<file path="src/rtl/arb_pkg.sv">
// +-----------------------------------------------------------------------+
// | arb_pkg : shared types and helpers for the round-robin grant arbiter  |
// | Rev 1.0                                                               |
// +-----------------------------------------------------------------------+
`default_nettype none

package arb_pkg;

  localparam int N_REQ = 4;
  localparam int IDX_W = 2;

  typedef enum logic [0:0] {
    ST_IDLE = 1'b0,
    ST_OWN  = 1'b1
  } state_t;

  function automatic logic [IDX_W-1:0] oh_to_idx(input logic [N_REQ-1:0] oh);
    logic [IDX_W-1:0] idx;
    idx = '0;
    for (int i = 0; i < N_REQ; i++) begin
      if (oh[i]) idx = IDX_W'(i);
    end
    return idx;
  endfunction

endpackage

`default_nettype wire

</file>
<file path="src/rtl/rr_pick4.sv">
// +-----------------------------------------------------------------------+
// | rr_pick4 : combinational rotating-priority picker, 4 requesters       |
// | Rev 1.0                                                               |
// +-----------------------------------------------------------------------+
`default_nettype none

module rr_pick4
  import arb_pkg::*;
(
  input  logic [N_REQ-1:0] req,
  input  logic [IDX_W-1:0] ptr,
  output logic [N_REQ-1:0] pick_oh,
  output logic [IDX_W-1:0] pick_idx,
  output logic             pick_any
);

  logic             found;
  logic [IDX_W-1:0] pos;

  // Scan ptr, ptr+1, ...; the 2-bit sum wraps naturally modulo 4.
  always_comb begin
    pick_oh = '0;
    found   = 1'b0;
    pos     = '0;
    for (int k = 0; k < N_REQ; k++) begin
      pos = ptr + IDX_W'(k);
      if (!found && req[pos]) begin
        pick_oh[pos] = 1'b1;
        found        = 1'b1;
      end
    end
  end

  assign pick_idx = oh_to_idx(pick_oh);
  assign pick_any = |req;

endmodule

`default_nettype wire

</file>
<file path="src/rtl/rr_grant_arbiter.sv">
// +-----------------------------------------------------------------------+
// | rr_grant_arbiter : 4-way round-robin arbiter with hold-time limit     |
// | Rev 1.0                                                               |
// +-----------------------------------------------------------------------+
`default_nettype none

module rr_grant_arbiter
  import arb_pkg::*;
#(
  parameter int MAX_HOLD = 16,
  parameter int CNT_W    = 8
) (
  input  logic             clk,
  input  logic             rst,
  input  logic [N_REQ-1:0] req,
  output logic [N_REQ-1:0] grant,
  output logic [IDX_W-1:0] grant_idx,
  output logic             grant_vld,
  output logic             timeout
);

  localparam logic [CNT_W-1:0] HOLD_LAST = CNT_W'(MAX_HOLD - 1);

  state_t           state;
  logic [IDX_W-1:0] ptr;
  logic [CNT_W-1:0] cnt;

  logic [N_REQ-1:0] pick_oh;
  logic [IDX_W-1:0] pick_idx;
  logic             pick_any;

  rr_pick4 u_pick (
    .req      (req),
    .ptr      (ptr),
    .pick_oh  (pick_oh),
    .pick_idx (pick_idx),
    .pick_any (pick_any)
  );

  always_ff @(posedge clk) begin
    if (rst) begin
      state     <= ST_IDLE;
      ptr       <= '0;
      cnt       <= '0;
      grant     <= '0;
      grant_idx <= '0;
      grant_vld <= 1'b0;
      timeout   <= 1'b0;
    end else begin
      timeout <= 1'b0;
      case (state)
        ST_IDLE: begin
          if (pick_any) begin
            grant     <= pick_oh;
            grant_idx <= pick_idx;
            grant_vld <= 1'b1;
            cnt       <= '0;
            state     <= ST_OWN;
          end
        end
        ST_OWN: begin
          // Voluntary release outranks the hold limit, so timeout only flags forced releases.
          if (!req[grant_idx] || cnt == HOLD_LAST) begin
            timeout   <= req[grant_idx];
            grant     <= '0;
            grant_idx <= '0;
            grant_vld <= 1'b0;
            ptr       <= grant_idx + IDX_W'(1);
            state     <= ST_IDLE;
          end else begin
            cnt <= cnt + CNT_W'(1);
          end
        end
        default: state <= ST_IDLE;
      endcase
    end
  end

endmodule

`default_nettype wire

</file>
<file path="config.mk">
export PLATFORM = sky130hd
export DESIGN_NAME = rr_grant_arbiter
export DESIGN_NICKNAME = d
export VERILOG_FILES = /design/src/rtl/arb_pkg.sv /design/src/rtl/rr_pick4.sv /design/src/rtl/rr_grant_arbiter.sv
export SDC_FILE = /design/constraint.sdc
export NUM_CORES = 1
export LEC_CHECK = 0
export BUFFER_PORTS_ARGS = -buffer_cell sky130_fd_sc_hd__buf_2
export CORE_ASPECT_RATIO = 0.7
export CORE_MARGIN = 3
export CORE_UTILIZATION = 30
export DETAILED_ROUTE_END_ITERATION = 8
export MAX_ROUTING_LAYER = met4
export PLACE_DENSITY = 0.46
export SETUP_SLACK_MARGIN = 0.5
export SYNTH_ARGS = -nofsm -noshare
export SYNTH_HDL_FRONTEND = slang
export SYNTH_SLANG_ARGS = --single-unit
</file>
<file path="constraint.sdc">
create_clock -name clk -period 6.15 [get_ports clk]
set_input_delay 1.23 -clock clk [delete_from_list [all_inputs] [get_ports clk]]
set_output_delay 1.23 -clock clk [all_outputs]
set_load 0.05 [all_outputs]
</file>
# Word level (Yosys, flattened, before mapping)
# Cells that the tools add are included.
# op_classes
mux,43
n_eq_ne,4
n_bitwise,5
n_reduce_logical,17
addsub,5
n_lt_le_gt_ge,9
# ops
cell,n
two-way mux 4 bit,6
two-way mux 1 bit,17
two-way mux 8 bit,2
case mux 8 bit (2 select lines),1
"< comparator 2 x 3 -> 1 bit, second input constant",5
OR 4 bit,3
binary-select mux 1 bit (select 2 bit),5
"adder 8 x 1 -> 8 bit, second input constant",1
demux 1 bit (select 2 bit),4
"equality test 8 x 4 -> 1 bit, second input constant",1
">= comparator 2 x 1 -> 1 bit, second input constant",4
two-way mux 2 bit,4
case mux 4 bit (2 select lines),1
logical AND 1 bit,7
AND reduction 2 bit,3
"adder 2 x 1 -> 2 bit, second input constant",2
"adder 2 bit, second input constant",2
zero test 1 bit,4
"!= test 2 bit, second input constant",2
case mux 1 bit (2 select lines),2
case mux 2 bit (2 select lines),1
OR reduction 4 bit,1
OR reduction 3 bit,1
"!= test 2 x 1 -> 1 bit, second input constant",1
2 further kinds,3
# word_totals
output_inout_bits,8
ff_bits,19
word_cells,90
inputBits,6

# Logic depth before layout (Yosys ltp)
# Gate-level depths: netlist of run 1.
# logic_depth
word_depth,17
depth_mapped,9
ltp_nobuf,8

# Hierarchy
# From an unflattened synthesis of run 1, not the netlist that was laid out.
# unflattened
cells_unflattened,148
hier_area_um2,1313.8
# modules_own_cells
module,seq_area_each_um2,area_per_inst_um2,n_inst,cells_per_inst
rr_grant_arbiter,380.4,948.4,1,101
rr_pick4,0.0,365.4,1,47

# Worst setup path before layout of run 1
# No wires, ideal clock.
# synth_timing
kind,input to register
from,input port req[2]
to,register grant_idx[0]
arrival_ps,2647
n_path_buf,0
slack_ps,3428
stages,5
required_ps,6075
setup_ps,75
path_cell_list,mux4_2 > a211oi_2 > a221oi_1 > or3b_1 > a31oi_1
# synth_via
elab_chain_len,17
elab_cells_between_ends,37
classes_between,2 x eq/ne; 22 x mux; 3 x bitwise; 10 x reduce/logical
# synth_lines
item,line_no,rtl
start: declaration,rr_grant_arbiter.sv:15,"input logic [N_REQ-1:0] req,"
binary-select mux 1 bit (select 2 bit),rr_pick4.sv:27,if (!found && req[pos]) begin
two-way mux 1 bit (implied by the code),rr_pick4.sv:27,
two-way mux 1 bit,rr_pick4.sv:27,
zero test 1 bit,rr_pick4.sv:27,
logical AND 1 bit,rr_pick4.sv:27,
two-way mux 1 bit,rr_pick4.sv:27,
zero test 1 bit,rr_pick4.sv:27,
logical AND 1 bit,rr_pick4.sv:27,
two-way mux 1 bit,rr_pick4.sv:27,
zero test 1 bit,rr_pick4.sv:27,
logical AND 1 bit,rr_pick4.sv:27,
two-way mux 4 bit,rr_pick4.sv:27,
two-way mux 1 bit,arb_pkg.sv:21,if (oh[i]) idx = IDX_W'(i);
two-way mux 2 bit (2 in series),arb_pkg.sv:21,
two-way mux 2 bit,rr_grant_arbiter.sv:53,if (pick_any) begin
case mux 2 bit (2 select lines),rr_grant_arbiter.sv:51,case (state)
end signal: assignment,rr_grant_arbiter.sv:55,grant_idx <= pick_idx;
end: declaration,rr_grant_arbiter.sv:17,"output logic [IDX_W-1:0] grant_idx,"
# Parallel ways exist; a longest one is shown, timed or not. The select of a mux whose other input is x is not followed.
# A chain may end at the register's enable or synchronous reset.

# Worst setup path in the final report of run 1
# layout_timing
from,input port req[1]
to,register cnt[7]
# layout_via
elab_chain_len,6
elab_cells_between_ends,8
classes_between,2 x eq/ne; 2 x mux; 4 x reduce/logical
# layout_lines
item,line_no,rtl
binary-select mux 1 bit (select 2 bit),rr_grant_arbiter.sv:63,if (!req[grant_idx] || cnt == HOLD_LAST) begin
two-way mux 1 bit (implied by the code),rr_grant_arbiter.sv:63,
zero test 1 bit,rr_grant_arbiter.sv:63,
logical OR 1 bit,rr_grant_arbiter.sv:63,
!= test 2 bit (no source line),-,
AND reduction 2 bit (no source line) (*),-,
end signal: assignment,rr_grant_arbiter.sv:71,cnt <= cnt + CNT_W'(1);
end: declaration,rr_grant_arbiter.sv:26,logic [CNT_W-1:0] cnt;
# Every way passes the cells marked *; elsewhere a longest branch is shown, timed or not. The select of a mux whose other input is x is not followed.

==> results of run 1 <==
==> final timing paths <==
check             startpoint            to  slack (ns)  cells after the start
setup / recovery      req[1]        cnt[7]        3.28                      7
setup reg to reg      ptr[0]  grant_idx[0]        3.28                      7
hold reg to reg     grant[3]      grant[3]        0.47                      2
hold / removal      grant[3]      grant[3]        0.47                      2
==> stage by stage <==
step | worst slack, ns | utilization
after floorplan | 3.428 | -
after global placement | 3.151 | 0.3438
after detailed placement | 3.077 | 0.3438
after CTS | 3.292 | 0.3566
after global routing | 3.071 | 0.3566
final | 3.279 | 0.3566
==> synth_stat cells (3+ instances only) <==
cell / instances
nor3b_1: 5
a311oi_1: 4
nor2_1: 15
a21oi_1: 10
a221oi_1: 3
inv_1: 3
nor3_1: 5
o21ai_0: 6
dfxtp_1: 19
nand2_1: 13
ha_1: 6
==> sequential cells by signal, summed over array words and instances (netlist names) <==
signal,flops
cnt,8
grant,4
grant_idx,2
ptr,2
grant_vld,1
state,1
timeout,1
==> power by group through the flow <==
| stage | Combinational [mW] | Clock, mW | Sequential (mW) |
|---|---|---|---|
| after floorplan | 0.0742 | 0 | 0.171 |
| after global placement | 0.122 | 0 | 0.151 |
| after detailed placement | 0.121 | 0 | 0.150 |
| after CTS | 0.122 | 0.0906 | 0.148 |
| after global routing | 0.134 | 0.0950 | 0.149 |
| final | 0.122 | 0.0867 | 0.148 |
==> cell families (layout without fill, tap and decap cells) <==
family | after synthesis | after routing | synth area share
xor+xnor | 4 | 4 | 0.03044
buf+inv | 7 | 20 | 0.04456
mux | 3 | 3 | 0.06196
simple gates | 54 | 54 | 0.2478
fa+ha+maj | 6 | 6 | 0.06522
compound gates | 35 | 35 | 0.2196
flops | 19 | 19 | 0.3304
==> critical path: cells and delay by family <==
| family | cells | cell delay [ns] |
|---|---|---|
| and+or+nand+nor | 5 | 1.42 |
| buffers and inverters | 1 | 0.17 |
| xor gates and xnor gates | 1 | 0.16 |
==> final cells by class <==
type | count | share of cell area
timing repair buffer | 13 | 0.05063
multi-input combinational | 102 | 0.5599
clock buffer | 3 | 0.03213
sequential | 19 | 0.2960
inverter | 3 | 0.008763
tap | 50 | 0.04869
clock inverter | 1 | 0.003895
==> per-layer routing <==
metal  share of wire  routed length (um)
met5               0                   0
met4          0.0045                  12
met1            0.55                1486
met3           0.050                 133
met2            0.39                1046
==> run summary, run 1 <==
Most common cell on crit path = nor2_1
Switching pwr = 134.7 uW
Placed Cells = 187
Post-Syn Nets = 140
Final worst path period share = 0.4668
Sequential area share after synthesis = 0.3304
Area contributors post-synth = dfxtp_1 33%, ha_1 6.5%, nor2_1 4.9%, a21oi_1 4.3%, nand2_1 4.2%
Final worst path period need = 2.871 ns
Grt met3 use = 0.04193
Internal = 221.3 uW
Fillers = 397
Core area = 3603 um^2
Vias in the first global route = 964
Vias = 1010
Clk buf depth = 2
Largest net degree at the start of global routing = 20
Top_reg_cell synth = dfxtp_1
DP Area = 1239 um^2
Pins Over Slew Limit = 0
First-pass GRT wire length = 4.547 mm
Sw frac = 0.3784
Post-synth EDFFs = 0
Post-CTS Hold Buffers = 0
Busiest grt layer = met1
Routed len/inst = 14.03 um
Worst Tran Pin Value = 0.7710 ns
Clock slew seen by the registers of the worst setup and hold paths = 0.08 ns
Rows = 18
Area occupied by multi-input gates = 719.4 um^2
Design Power = 356.0 uW
P&R area growth vs syn = 11.63%
Post-DRT Antenna Nets = 0
Setup TNS = 0 ns
Commonest cells after routing, fill and taps aside = 19 x dfxtp_1, 15 x nor2_1, 13 x nand2_1, 13 x buf_2, 10 x a21oi_1
PostCTS Resize Cnt = 0
Commonest non-fill, non-tap cell in the layout = dfxtp_1
Via density = 5.288
Num ports = 14
DIE HEIGHT = 57.83 um
Initial cell density of the core = 0.3194
Root Buffer = clkbuf_8
Yosys cell types = 41
Worst skew pair latency = 0.25 ns
Peak supply drop = 87.54 uV
Syn avg cell area = 8.993 um^2
Grt met1 use = 0.1893
Initial antenna violation count = 0
Share of cells above drive strength 1 = 0.1844
Status = completed
Startpoint Class = input port
Routed Wire Length = 2.679 mm
GRT Residual Overflow = 0
# nets final = 154
Hold WS = 0.4750 ns
H-tree depth = 1
Hold Vio Cnt, Final = 0
Met2 usage = 0.1663
Clock group share of total power = 0.244
Setup CP Type = in -> reg
Pwr/cell area = 277.0 nW/um^2
Non-filler cells, final = 191
Post-synthesis cell area = 1151 um^2
Critical Path AT = 2.98 ns
CTS buffer count = 3
Num Clock Sinks = 19
1st-pass router iterations = 4
DIE WIDTH = 80.04 um
Post-DP HPWL = 1.993 mm
Synth top area share = 0.3304
Die area = 4628 um^2
Synth Register Bits = 19
Comb pwr share = 0.342
Final Instance Area = 1285 um^2
Min-delay worst type = reg -> reg
Gp weighted congestion = 0.7395
Synth area leader = dfxtp_1
Crit end category = flop
Slew HR = 0.4841
Cells after Synth = 128
Critical-path top delay cell = nor2_1
Critical path's largest stage delay = 0.59 ns
Max-cap violation count = 0
Post-route DRC = 0
Ordered list of cells on the worst path = buf_2 -> nor4_1 -> nor2_1 -> nor2_1 -> nor4b_1 -> xnor2_1 -> nor3_1
Worst endpoint required time = 6.26 ns
Antenna diodes = 0
All-Layer GR Usage = 0.1263
Fmax = 0.3483 GHz
Leak = 0.4951 nW
Ys async rst share = 0
CTS tree = done
Port buffer count = 13
CP max FO = 11
Seq. cell area = 380.4 um^2
Ys Warns = 0
1st-iter DRT viols = 63
Setup Fix Bufs, Post-CTS = 0
RSZ-0062 raised after global routing = false
Final worst clock skew = 0.005680 ns
Final setup vio count = 0
Sequential fraction of design power = 0.415
(Power assumes the default switching activity.)
==> run 2: changes to the inputs <==
- PLACE_DENSITY: 0.46 -> 0.47
- clock period: 6.15 -> 2.4 ns (I/O delays scaled with it)
==> run 2 against run 1 <==
Design area rose by 17%. Combinational power rose to 3.6 times the previous value. Worst hold slack improved by 0.014 ns. Power rose to 2.9 times the previous value. Worst setup slack got worse by 3.1 ns. Register-to-register slack got worse by 3.1 ns. Non-clock buffer count rose by 18. Largest cell class unchanged. Largest power group is now combinational cells.
==> run summary, run 2 (synthesized netlist as in run 1, its figures left out) <==
CTS buffer count = 3 (unchanged)
Vias = 1062 (+5.1%)
Final core utilization = 0.4167 (+0.06007)
Critical Path AT = 2.40 ns (-0.58 ns)
RSZ-0062 raised after global routing = true
Max Used Layer = met4
Peak supply drop = 321.9 uV (+270%)
Flop2flop setup slack = 0.18 ns (-3.10 ns)
Pins Over Slew Limit = 0 (unchanged)
Final worst path period share = 0.9233
Fmax = 0.4513 GHz
Post-route DRC = 0 (unchanged)
Hold WS = 0.4889 ns (+0.01396 ns)
CP max FO = 4 (-7)
Clock slew seen by the registers of the worst setup and hold paths = 0.07 ns (about the same)
Met3 Wirelength = 138 um (+3.8%)
Routed len/inst = 14.40 um (+2.7%)
Largest net degree at the start of global routing = 20 (unchanged)
Rows = 18 (unchanged)
Largest register FFs = 8 (unchanged)
Via density = 5.081 (-3.9%)
Initial antenna violation count = 0 (unchanged)
Pwr/cell area = 679.0 nW/um^2 (+150%)
Leak = 0.5788 nW (+17%)
Final worst clock skew = 0.003064 ns (-0.002616 ns)
Hold Vio Cnt, Final = 0 (unchanged)
1st-pass router iterations = 4 (unchanged)
Root Buffer = clkbuf_8
Placed Cells = 192 (+2.7%)
Routed Wire Length = 3.010 mm (+12%)
Initial cell density of the core = 0.3194 (unchanged)
Final setup vio count = 0 (unchanged)
Metal2 WL = 1.163 mm (+11%)
Die area = 4628 um^2 (unchanged)
Final Instance Area = 1501 um^2 (+17%)
Min-delay worst type = reg -> reg
Startpoint Class = flop
DIE HEIGHT = 57.83 um (unchanged)
Critical path's largest stage delay = 0.56 ns (-0.03 ns)
1st-iter DRT viols = 51 (-19%)
Biggest register = cnt
Max-cap violation count = 0 (unchanged)
Port buffer count = 13 (unchanged)
Switching pwr = 373.5 uW (+180%)
Core area = 3603 um^2 (unchanged)
Final WS setup = 0.1841 ns (-3.095 ns)
Status = completed
Critical-path top delay cell = mux4_2
Worst endpoint required time = 2.58 ns (-3.68 ns)
Setup TNS = 0 ns (unchanged)
Antenna diodes = 0 (unchanged)
Setup CP Type = reg -> reg
Commonest non-fill, non-tap cell in the layout = buf_4
Sw frac = 0.3663 (-0.01204)
Design Power = 1.019 mW (+190%)
All-Layer GR Usage = 0.1355 (+0.009235)
DIE WIDTH = 80.04 um (unchanged)
Ordered list of cells on the worst path = inv_2 -> ha_4 -> mux4_2 -> a211oi_4 -> a221oi_2 -> or3b_1 -> a31oi_1
Final worst path period need = 2.216 ns
Commonest cells after routing, fill and taps aside = 18 x buf_4, 16 x dfxtp_1, 15 x nor2_1
Worst Setup Slack post-DPL = 0.07113 ns (-3.005 ns)
Post-DP HPWL = 2.058 mm (+3.3%)
Worst skew pair latency = 0.25 ns (about the same)
Internal = 646.0 uW (+190%)
Top Registers = cnt (8), grant (4)
Share of cells above drive strength 1 = 0.3711 (+0.1867)
P&R area growth vs syn = 30.43%
Worst Tran Pin Value = 0.5167 ns (-0.2543 ns)
CTS tree = done
DP Area = 1308 um^2 (+5.6%)
H-tree depth = 1 (unchanged)
Post-DRT Antenna Nets = 0 (unchanged)
Clock group share of total power = 0.214 (-0.030)
Met1 WL = 1.684 mm (+13%)
Comb pwr share = 0.426 (+0.084)
Area occupied by multi-input gates = 793.3 um^2 (+10%)
Crit end category = flop
Num Clock Sinks = 19 (unchanged)
Seq. cell area = 386.6 um^2 (+1.6%)
Slew HR = 0.6518 (+0.1677)
Non-filler cells, final = 209 (+9.4%)
Fillers = 377 (-5.0%)
Gp weighted congestion = 0.8304 (+12%)
Num ports = 14 (unchanged)
Sequential fraction of design power = 0.360 (-0.055)
GRT Residual Overflow = 0 (unchanged)
# nets final = 172 (+12%)
First-pass GRT wire length = 4.733 mm (+4.1%)
Clk buf depth = 2 (unchanged)
Vias in the first global route = 940 (-2.5%)
-- run 2: repair_timing --
item,CTS,global route
hold buffers,0,0
pin swaps,9,4
resized for setup,5,10
setup buffers,7,6
endpoints found under the setup margin,8,10
hold endpoints to repair,0,0
-- run 2: area by class of cell --
| class | count | area share |
|---|---|---|
| tap | 50 | 0.04167 |
| timing repair buffer | 31 | 0.1333 |
| inverter | 3 | 0.009167 |
| sequential | 19 | 0.2575 |
| clock buffer | 4 | 0.03000 |
| multi-input combinational | 102 | 0.5283 |
-- run 2: power by group through the flow --
stage | logic, mW | registers (mW) | clock network, mW
after floorplan | 0.211 | 0.439 | 0
after global placement | 0.369 | 0.372 | 0
after detailed placement | 0.367 | 0.373 | 0
after CTS | 0.409 | 0.367 | 0.225
final | 0.434 | 0.367 | 0.219
after global routing | 0.465 | 0.371 | 0.237
-- run 2: per-layer routing --
metal  GRT usage  up-vias
met2      0.1675       17
met1      0.2050      499
met4     0.03373        0
met3     0.04658        4
met5           -        -
li1            -      542
-- run 2: final timing paths --
check,end,cells past startpoint,startpoint
max,grant_idx[0],7,ptr[1]
min,grant[3],2,grant[3]
max reg2reg,grant_idx[0],7,ptr[1]
min reg2reg,grant[3],2,grant[3]
-- run 2: worst max-delay path: cells and delay by family, from the launching register on --
family / cells / cell delay [ns]
adder cells (fa/ha/maj): 1 / 0.28
multiplexers: 1 / 0.56
flip-flops: 1 / 0.34
AND/OR/NAND/NOR: 1 / 0.37
AO/OA/AOI/OAI: 3 / 0.54
buffers and inverters: 1 / 0.05
==> run 3: changes to the inputs <==
==> constraint.sdc (replaced) <==
create_clock -name clk -period 2.4 [get_ports clk]
set_input_delay 0.48 -clock clk [delete_from_list [all_inputs] [get_ports clk]]
set_output_delay 0.48 -clock clk [all_outputs]
set_load 0.005 [all_outputs]
==> run 3 against run 2 <==
Clock power hardly changed. Register-to-register slack about the same. Non-clock buffer count down 2. Flip-flop and latch count stayed put. Worst hold slack better by 0.0066 ns. Wire length is 0.83% higher. Fmax down 0.41%. First-iteration DRC count decreased by 41%. Largest cell class unchanged.
==> run summary, run 3 (synthesized netlist as in run 1, its figures left out) <==
Fillers = 393 (+4.2%)
CTS buffer count = 3 (unchanged)
Vias = 1066 (+0.38%)
Routed len/inst = 14.66 um (+1.8%)
Pwr/cell area = 658.4 nW/um^2 (-3.0%)
Leak = 0.5924 nW (+2.4%)
# nets final = 170 (-1.2%)
CTS tree = done
Gp weighted congestion = 0.8579 (+3.3%)
All-Layer GR Usage = 0.1484 (+0.01283)
Fmax = 0.4494 GHz (-0.41%)
Final core utilization = 0.4149 (-0.001736)
1st-pass router iterations = 4 (unchanged)
Worst endpoint required time = 2.58 ns (about the same)
Pins Over Slew Limit = 0 (unchanged)
Rows = 18 (unchanged)
Worst Setup Slack post-DPL = 0.1061 ns (+0.03496 ns)
DIE WIDTH = 80.04 um (unchanged)
CP max FO = 4 (unchanged)
Hold_sp = grant_vld
Initial antenna violation count = 0 (unchanged)
Via density = 5.150 (+1.3%)
Final Instance Area = 1495 um^2 (-0.42%)
H-tree depth = 1 (unchanged)
Min-delay worst type = reg -> reg
DIE HEIGHT = 57.83 um (unchanged)
Antenna diodes = 0 (unchanged)
Post-CTS Hold Buffers = 0 (unchanged)
Clock slew seen by the registers of the worst setup and hold paths = 0.07 ns (about the same)
Setup CP Type = reg -> reg
DP Area = 1330 um^2 (+1.7%)
Slew HR = 0.7039 (+0.05209)
Clk buf depth = 2 (unchanged)
Port buffer count = 13 (unchanged)
Largest register FFs = 8 (unchanged)
Setup crit start = ptr[0]
Status = completed
Placed Cells = 195 (+1.6%)
Initial cell density of the core = 0.3194 (unchanged)
Hold Vio Cnt, Final = 0 (unchanged)
Num ports = 14 (unchanged)
RSZ-0062 raised after global routing = true
Core area = 3603 um^2 (unchanged)
Non-filler cells, final = 207 (-0.96%)
Setup TNS = 0 ns (unchanged)
Reg2reg start = ptr[0]
Share of cells above drive strength 1 = 0.3567 (-0.01438)
First-pass GRT wire length = 5.230 mm (+11%)
Critical Path AT = 2.41 ns (about the same)
Biggest register = cnt
Post-DRT Antenna Nets = 0 (unchanged)
Peak supply drop = 280.4 uV (-13%)
Routed Wire Length = 3.035 mm (+0.83%)
Vias in the first global route = 1040 (+11%)
Final worst path period share = 0.9271 (+0.003816)
Startpoint Class = flop
Final worst clock skew = 0.002976 ns (-0.00008809 ns)
Top Registers = cnt (8), grant (4)
Largest net degree at the start of global routing = 20 (unchanged)
1st-iter DRT viols = 30 (-41%)
Final setup vio count = 0 (unchanged)
Crit end category = flop
Num Clock Sinks = 19 (unchanged)
Worst skew pair latency = 0.25 ns (about the same)
Commonest cells after routing, fill and taps aside = 17 x dfxtp_1, 15 x buf_4, 14 x nor2_1
Die area = 4628 um^2 (unchanged)
P&R area growth vs syn = 29.89%
Final worst path period need = 2.225 ns (+0.009158 ns)
Max-cap violation count = 0 (unchanged)
Post-DP HPWL = 2.121 mm (+3.1%)
GRT Residual Overflow = 0 (unchanged)
Worst Tran Pin Value = 0.4412 ns (-0.07548 ns)
Commonest non-fill, non-tap cell in the layout = dfxtp_1
Final WS setup = 0.1749 ns (-0.009158 ns)
Root Buffer = clkbuf_8
Post-route DRC = 0 (unchanged)
## run 3: final cells by class
type                       instances  area (um^2)  share of cell area
sequential                        19        382.9              0.2561
tap                               50        62.56             0.04184
clock buffer                       4        45.04             0.03013
timing repair buffer              29        188.9              0.1264
inverter                           3        13.76            0.009205
multi-input combinational        102        802.0              0.5364
## run 3: worst max-delay path, stage by stage (launching register included)
cell,delay [ns]
dfxtp_2,0.35
inv_4,0.04
ha_4,0.27
mux4_2,0.57
a211oi_4,0.26
buf_4,0.17
a221oi_2,0.06
or2b_4,0.27
a31oi_1,0.15
## run 3: worst paths after layout
kind                       end  slack [ns]  cells after the start
setup / recovery  grant_idx[0]        0.17                      8
hold / removal       grant_vld        0.50                      2
setup reg to reg  grant_idx[0]        0.17                      8
hold reg to reg      grant_vld        0.50                      2
## run 3: report_power, final
group	switching (mW)	leakage [nW]	internal, mW
clock network	0.102	0.0228	0.118
registers	0.0224	0.156	0.344
logic	0.203	0.414	0.195
total	0.328	0.592	0.657
## run 3: layer usage
metal,up-vias,GRT usage,wire length (um)
met1,502,0.2239,1674
met4,0,0.03133,17
li1,543,-,-
met5,-,-,0
met3,2,0.03727,116
met2,19,0.1969,1226
## run 3: per-stage QoR
stage,power [mW],hold slack [ns]
4_1_cts,0.9542,0.4816
3_5_place_dp,0.6881,0.4633
3_3_place_gp,0.6880,0.4618
6_report,0.9844,0.4955
5_1_grt,1.051,0.5157
2_1_floorplan,0.5877,0.4506
## run 3: timing repair
action	in CTS	in global routing
gates resized for setup	8	7
endpoints found under the setup margin	6	12
pin swaps	9	5
setup buffers	5	3
